===== src/rtl/alu_pkg.sv =====
// Shared ALU definitions: result source tags (ALU_FUN[3:2] order) and entry sizing.
package alu_pkg;

  localparam int unsigned ALU_WIDTH = 16;

  localparam logic [1:0] TAG_ARITH = 2'b00;
  localparam logic [1:0] TAG_LOGIC = 2'b01;
  localparam logic [1:0] TAG_CMP   = 2'b10;
  localparam logic [1:0] TAG_SHIFT = 2'b11;

  // Queue entry is {tag, 2*Width data}
  function automatic int unsigned entry_w(input int unsigned w);
    return 2 * w + 2;
  endfunction

  localparam int unsigned ENTRY_W = 2 * ALU_WIDTH + 2;

endpackage


===== src/rtl/sync_fifo.sv =====
// Single-clock FIFO with occupancy count; a push into a full FIFO is accepted
// only when a pop happens on the same edge.
module sync_fifo #(
  parameter int unsigned DataW = 34,
  parameter int unsigned Depth = 4
) (
  input  logic                     CLK,
  input  logic                     RST,
  input  logic                     push,
  input  logic                     pop,
  input  logic [DataW-1:0]         din,
  output logic [DataW-1:0]         dout,
  output logic [$clog2(Depth):0]   count,
  output logic                     full,
  output logic                     empty
);

  localparam int unsigned PtrW   = $clog2(Depth);
  localparam int unsigned CountW = PtrW + 1;

  logic [DataW-1:0]  mem_q [Depth];
  logic [PtrW-1:0]   wr_ptr_q, wr_ptr_d;
  logic [PtrW-1:0]   rd_ptr_q, rd_ptr_d;
  logic [CountW-1:0] count_q, count_d;
  logic              wr_en, rd_en;

  assign empty = (count_q == '0);
  assign full  = (count_q == CountW'(Depth));
  assign count = count_q;
  assign dout  = mem_q[rd_ptr_q];

  always_comb begin
    rd_en    = pop && !empty;
    wr_en    = push && (!full || rd_en);
    wr_ptr_d = wr_ptr_q;
    rd_ptr_d = rd_ptr_q;
    count_d  = count_q + CountW'(wr_en) - CountW'(rd_en);
    if (wr_en) wr_ptr_d = wr_ptr_q + PtrW'(1);
    if (rd_en) rd_ptr_d = rd_ptr_q + PtrW'(1);
  end

  always_ff @(posedge CLK) begin
    if (RST) begin
      wr_ptr_q <= '0;
      rd_ptr_q <= '0;
      count_q  <= '0;
    end else begin
      wr_ptr_q <= wr_ptr_d;
      rd_ptr_q <= rd_ptr_d;
      count_q  <= count_d;
    end
  end

  // Storage carries no reset; the head is only meaningful while not empty
  always_ff @(posedge CLK) begin
    if (wr_en) mem_q[wr_ptr_q] <= din;
  end

endmodule


===== src/rtl/alu_result_queue.sv =====
// Collects the single active ALU unit result each cycle, tags it with its source
// and queues it for a valid/ready consumer; sticky bits flag drops and flag collisions.
module alu_result_queue
  import alu_pkg::*;
#(
  parameter int unsigned Width = ALU_WIDTH,
  parameter int unsigned Depth = 4
) (
  input  logic                     CLK,
  input  logic                     RST,
  input  logic [2*Width-1:0]       Arith_OUT,
  input  logic [Width-1:0]         Logic_OUT,
  input  logic [Width-1:0]         CMP_OUT,
  input  logic [Width-1:0]         Shift_OUT,
  input  logic                     Arith_Flag,
  input  logic                     Logic_Flag,
  input  logic                     CMP_Flag,
  input  logic                     Shift_Flag,
  input  logic                     Res_Ready,
  input  logic                     Err_Clr,
  output logic                     Res_Valid,
  output logic [2*Width-1:0]       Res_Data,
  output logic [1:0]               Res_Tag,
  output logic [$clog2(Depth):0]   Count,
  output logic                     Overflow,
  output logic                     Multi_Flag_Err
);

  localparam int unsigned DataW  = 2 * Width;
  localparam int unsigned EntryW = entry_w(Width);

  logic [3:0]        flags;
  logic              single_c;
  logic              multi_c;
  logic [1:0]        tag_c;
  logic [DataW-1:0]  data_c;
  logic [EntryW-1:0] head;
  logic              full;
  logic              empty;
  logic              drop_c;
  logic              ovf_q, ovf_d;
  logic              merr_q, merr_d;

  // Decode the unit flags into one tagged, width-formatted entry
  always_comb begin
    flags    = {Shift_Flag, CMP_Flag, Logic_Flag, Arith_Flag};
    single_c = 1'b1;
    tag_c    = TAG_ARITH;
    data_c   = '0;
    unique case (flags)
      4'b0001: begin tag_c = TAG_ARITH; data_c = Arith_OUT;                  end
      4'b0010: begin tag_c = TAG_LOGIC; data_c = {{Width{1'b0}}, Logic_OUT}; end
      4'b0100: begin tag_c = TAG_CMP;   data_c = {{Width{1'b0}}, CMP_OUT};   end
      4'b1000: begin tag_c = TAG_SHIFT; data_c = {{Width{1'b0}}, Shift_OUT}; end
      default: single_c = 1'b0;
    endcase
    multi_c = ((flags & (flags - 4'd1)) != 4'd0);
  end

  sync_fifo #(
    .DataW (EntryW),
    .Depth (Depth)
  ) u_fifo (
    .CLK   (CLK),
    .RST   (RST),
    .push  (single_c),
    .pop   (Res_Ready),
    .din   ({tag_c, data_c}),
    .dout  (head),
    .count (Count),
    .full  (full),
    .empty (empty)
  );

  assign Res_Valid = !empty;
  assign Res_Data  = Res_Valid ? head[DataW-1:0] : '0;
  assign Res_Tag   = Res_Valid ? head[EntryW-1:DataW] : 2'b00;

  // Sticky errors: a new event on the same edge outranks Err_Clr
  always_comb begin
    drop_c = single_c && full && !Res_Ready;
    ovf_d  = ovf_q;
    merr_d = merr_q;
    if (drop_c)       ovf_d = 1'b1;
    else if (Err_Clr) ovf_d = 1'b0;
    if (multi_c)      merr_d = 1'b1;
    else if (Err_Clr) merr_d = 1'b0;
  end

  always_ff @(posedge CLK) begin
    if (RST) begin
      ovf_q  <= 1'b0;
      merr_q <= 1'b0;
    end else begin
      ovf_q  <= ovf_d;
      merr_q <= merr_d;
    end
  end

  assign Overflow       = ovf_q;
  assign Multi_Flag_Err = merr_q;

endmodule


===== config.mk =====
export PLATFORM = sky130hd
export DESIGN_NAME = alu_result_queue
export DESIGN_NICKNAME = d
export VERILOG_FILES = /design/src/rtl/alu_pkg.sv /design/src/rtl/sync_fifo.sv /design/src/rtl/alu_result_queue.sv
export SDC_FILE = /design/constraint.sdc
export NUM_CORES = 1
export LEC_CHECK = 0
export ABC_AREA = 1
export BUFFER_PORTS_ARGS = -buffer_cell sky130_fd_sc_hd__buf_4
export CORE_MARGIN = 2
export CORE_UTILIZATION = 35
export CTS_CLUSTER_SIZE = 40
export DETAILED_ROUTE_END_ITERATION = 8
export GPL_TIMING_DRIVEN = 0
export PLACE_DENSITY = 0.67
export SETUP_SLACK_MARGIN = 0.5
export SKIP_LAST_GASP = 1
export SYNTH_ARGS = -nofsm -noshare
export SYNTH_HDL_FRONTEND = slang
export SYNTH_SLANG_ARGS = --single-unit

===== constraint.sdc =====
create_clock -name CLK -period 2.35 [get_ports CLK]
set_input_delay 0.235 -clock CLK [delete_from_list [all_inputs] [get_ports CLK]]
set_output_delay 0.235 -clock CLK [all_outputs]
set_load 0.05 [all_outputs]

==> metrics <==
Post-Syn Area=6480 sq um; initial antenna violation count=0; Power Total=11.3 mW; Setup Skew=0.0170 ns; share of cells above drive strength 1=51.1%; DR vias/cell=4.84; max-slew violations=0; Gate Count Post-Synth=622; worst-case clock buffer depth=2; clock network power share=22.9%; nets@finish=886; DIE AREA=19,600 sq um; Fin Hold WS=0.00830 ns; Required @ worst endpoint=2.36 ns; Antenna Nets Post-Route=0; largest net degree at the start of global routing=35; Psw=4.47 mW; failing checks=design-rule violations; final wirelength=17,400 microns; worst skew pair latency=0.42 ns; clock buffer count from CTS=17; register area share after synthesis=66.4%; Ports=128; Cell variety after synth=30; worst slew pin tran=1.19 ns; Routability Congestion=0.745; H-tree depth=4; GR Overflow Total=0; Area Growth Syn to Fin=55.3%; synthesized net count=716; total number of vias=5,006; Comb power frac=49.7%; P_int=6.82 mW; largest cells by area after synthesis=edfxtp_1, nor2_1, nand2_1; CP startpoint kind=flop; row cnt=49; LEAKAGE=3.73 nW; maximum vdd drop=0.000557 V; switching share of power=39.6%; max_slew headroom=20.6%; final setup fails=0; TritonCTS clock tree=yes; die span in x=140 microns; Seq pwr share=27.4%; Inserted Diodes=0; number of synthesized flops with an enable pin=136; Max Cap Viol=0; CTS root buffer=clkbuf_16; die height=140 microns; register clock-pin slew on the reported worst setup and hold paths=0.06 ns; RSZ-0062 raised after global routing=true; DRC=5; Worst EP arrival=2.17 ns; CP Max Fanout=34; fmax=0.464 GHz; DP HPWL=10,100 microns; register bit total from synthesis=147; crit path capture type=flop; status=finished with violations; PortBufs=127; CORE AREA=18,100 sq um; Async S/R FF share, synth=0%; period utilisation layout=91.8%; starting density of the core=35.8%; Pre-antenna DRT Iters=9; wire per inst=16.8 microns; Fin. Hold Viols=0; syn avg cell area=10.4 sq um; Yosys warning count=0; top cell type's share of synthesized area=63.0%; min-delay worst type=in2reg; Top FF cell, synth=edfxtp_1; WS Path Type=reg2reg; first-pass GRT wire length=26,000 microns; clk sink count=147; GRT Overall Usage=17.4%; Final min period=2.16 ns; P per Cell Area=1120 nW/um^2; vias in the first global route=4,939; area leader, netlist=edfxtp_1; 1st-iter DRT viols=410
## layout by cell type, fill, tap and decap left out, drive strengths merged, types with 3 or more instances in the layout
master,instances
clkbuf,33
ha,5
nand2,87
buf,166
clkinvlp,3
inv,41
a21oi,36
nand3,4
nor2,179
o21ai,71
nand4,16
edfxtp,136
clkinv,8
dfxtp,11
## synthesized netlist by cell type, types with 2 or more instances
| cell type | instances |
|---|---|
| nand3_1 | 3 |
| nor2_1 | 165 |
| inv_2 | 6 |
| clkbuf_2 | 2 |
| nand4_1 | 16 |
| nand2_1 | 82 |
| ha_1 | 5 |
| inv_1 | 34 |
| o21ai_1 | 18 |
| nor2_4 | 4 |
| buf_2 | 9 |
| edfxtp_1 | 136 |
| buf_4 | 7 |
| dfxtp_1 | 11 |
| and2_1 | 2 |
| clkbuf_1 | 11 |
| o21ai_0 | 53 |
| a21oi_1 | 35 |
| nand2_2 | 5 |
| nor2_2 | 8 |
## kinds of logic after synthesis
group	count (synthesis)	synth area share, %
compound gates	108	8.45
buf+inv	71	4.84
flops	147	66.4
simple gates	288	18.8
fa+ha+maj	6	1.27
xor+xnor	2	0.270
## worst max-delay path, stage by stage, from the launching register on
cell and delay [ns]:
dfxtp_4 0.38, nor2_1 0.05, and3_4 0.17, nor2_8 0.14, inv_4 0.09, nor2_4 0.89
## timing repair
item                                   in CTS  in global routing
cloned                                      6                  2
pin swaps                                  41                 79
endpoints found under the hold margin       0                  0
gates resized for setup                   216                118
setup buffers                              10                  6
hold buffers                                0                  0
setup endpoints to repair                 170                171
## power by group through the flow
| stage | clock network [mW] | registers, mW | logic, mW |
|---|---|---|---|
| 2_1_floorplan | 0 | 3.18 | 2.85 |
| 3_3_place_gp | 0 | 3.12 | 4.04 |
| 3_5_place_dp | 0 | 3.12 | 4.06 |
| 4_1_cts | 2.59 | 3.08 | 5.19 |
| 5_1_grt | 2.72 | 3.11 | 5.88 |
| 6_report | 2.58 | 3.10 | 5.61 |
## path summary, 6_finish.rpt
check,to,slack (ns),start,cells past startpoint
setup / recovery,u_fifo.mem_q[1][7]$_DFFE_PP_,0.19,u_fifo.count[1]$_SDFF_PP0_,5
hold / removal,Overflow$_SDFFE_PP0P_,0.008,RST,2
setup reg to reg,u_fifo.mem_q[1][7]$_DFFE_PP_,0.19,u_fifo.count[1]$_SDFF_PP0_,5
hold reg to reg,Overflow$_SDFFE_PP0P_,0.49,Overflow$_SDFFE_PP0P_,2
## through the flow
stage / instance area (sq um) / util [%] / instances / worst slack [ns] / setup TNS (ns)
after floorplan: 6900 / - / 622 / 0.512 / 0
after global placement: 8140 / 45.0 / 978 / -0.125 / -14.63
after detailed placement: 8140 / 45.0 / 978 / -0.134 / -14.69
after CTS: 9600 / 53.1 / 1026 / 0.166 / 0
after global routing: 10100 / 55.7 / 1034 / 0.0782 / 0
final: 10100 / 55.7 / 1034 / 0.193 / 0
## per-layer routing
layer / GRT usage (%) / vias to the layer above / wire [microns]
met5: 0 / - / 0
met4: 4.89 / 0 / 189
met3: 3.45 / 14 / 870
met2: 31.1 / 148 / 9070
met1: 21.4 / 2385 / 7280
li1: - / 2459 / -
## area by class of cell
type | instances | area (sq um)
flip-flops and latches | 147 | 4320
inverters | 41 | 166
clock buffers | 19 | 433
fillers | 1434 | 8020
plain buffers | 30 | 408
repair buffers | 150 | 1490
multi-input cells | 405 | 2830
well taps | 229 | 287
clock inverters | 13 | 136
## sequential cells by signal (all words and copies together) (netlist names), named ones only
name             count
u_fifo.rd_ptr_q      2
u_fifo.wr_ptr_q      2
Overflow             1
u_fifo.count         3
Multi_Flag_Err       1
u_fifo.mem_q       136
No activity file was read; power rests on OpenSTA's default activity.
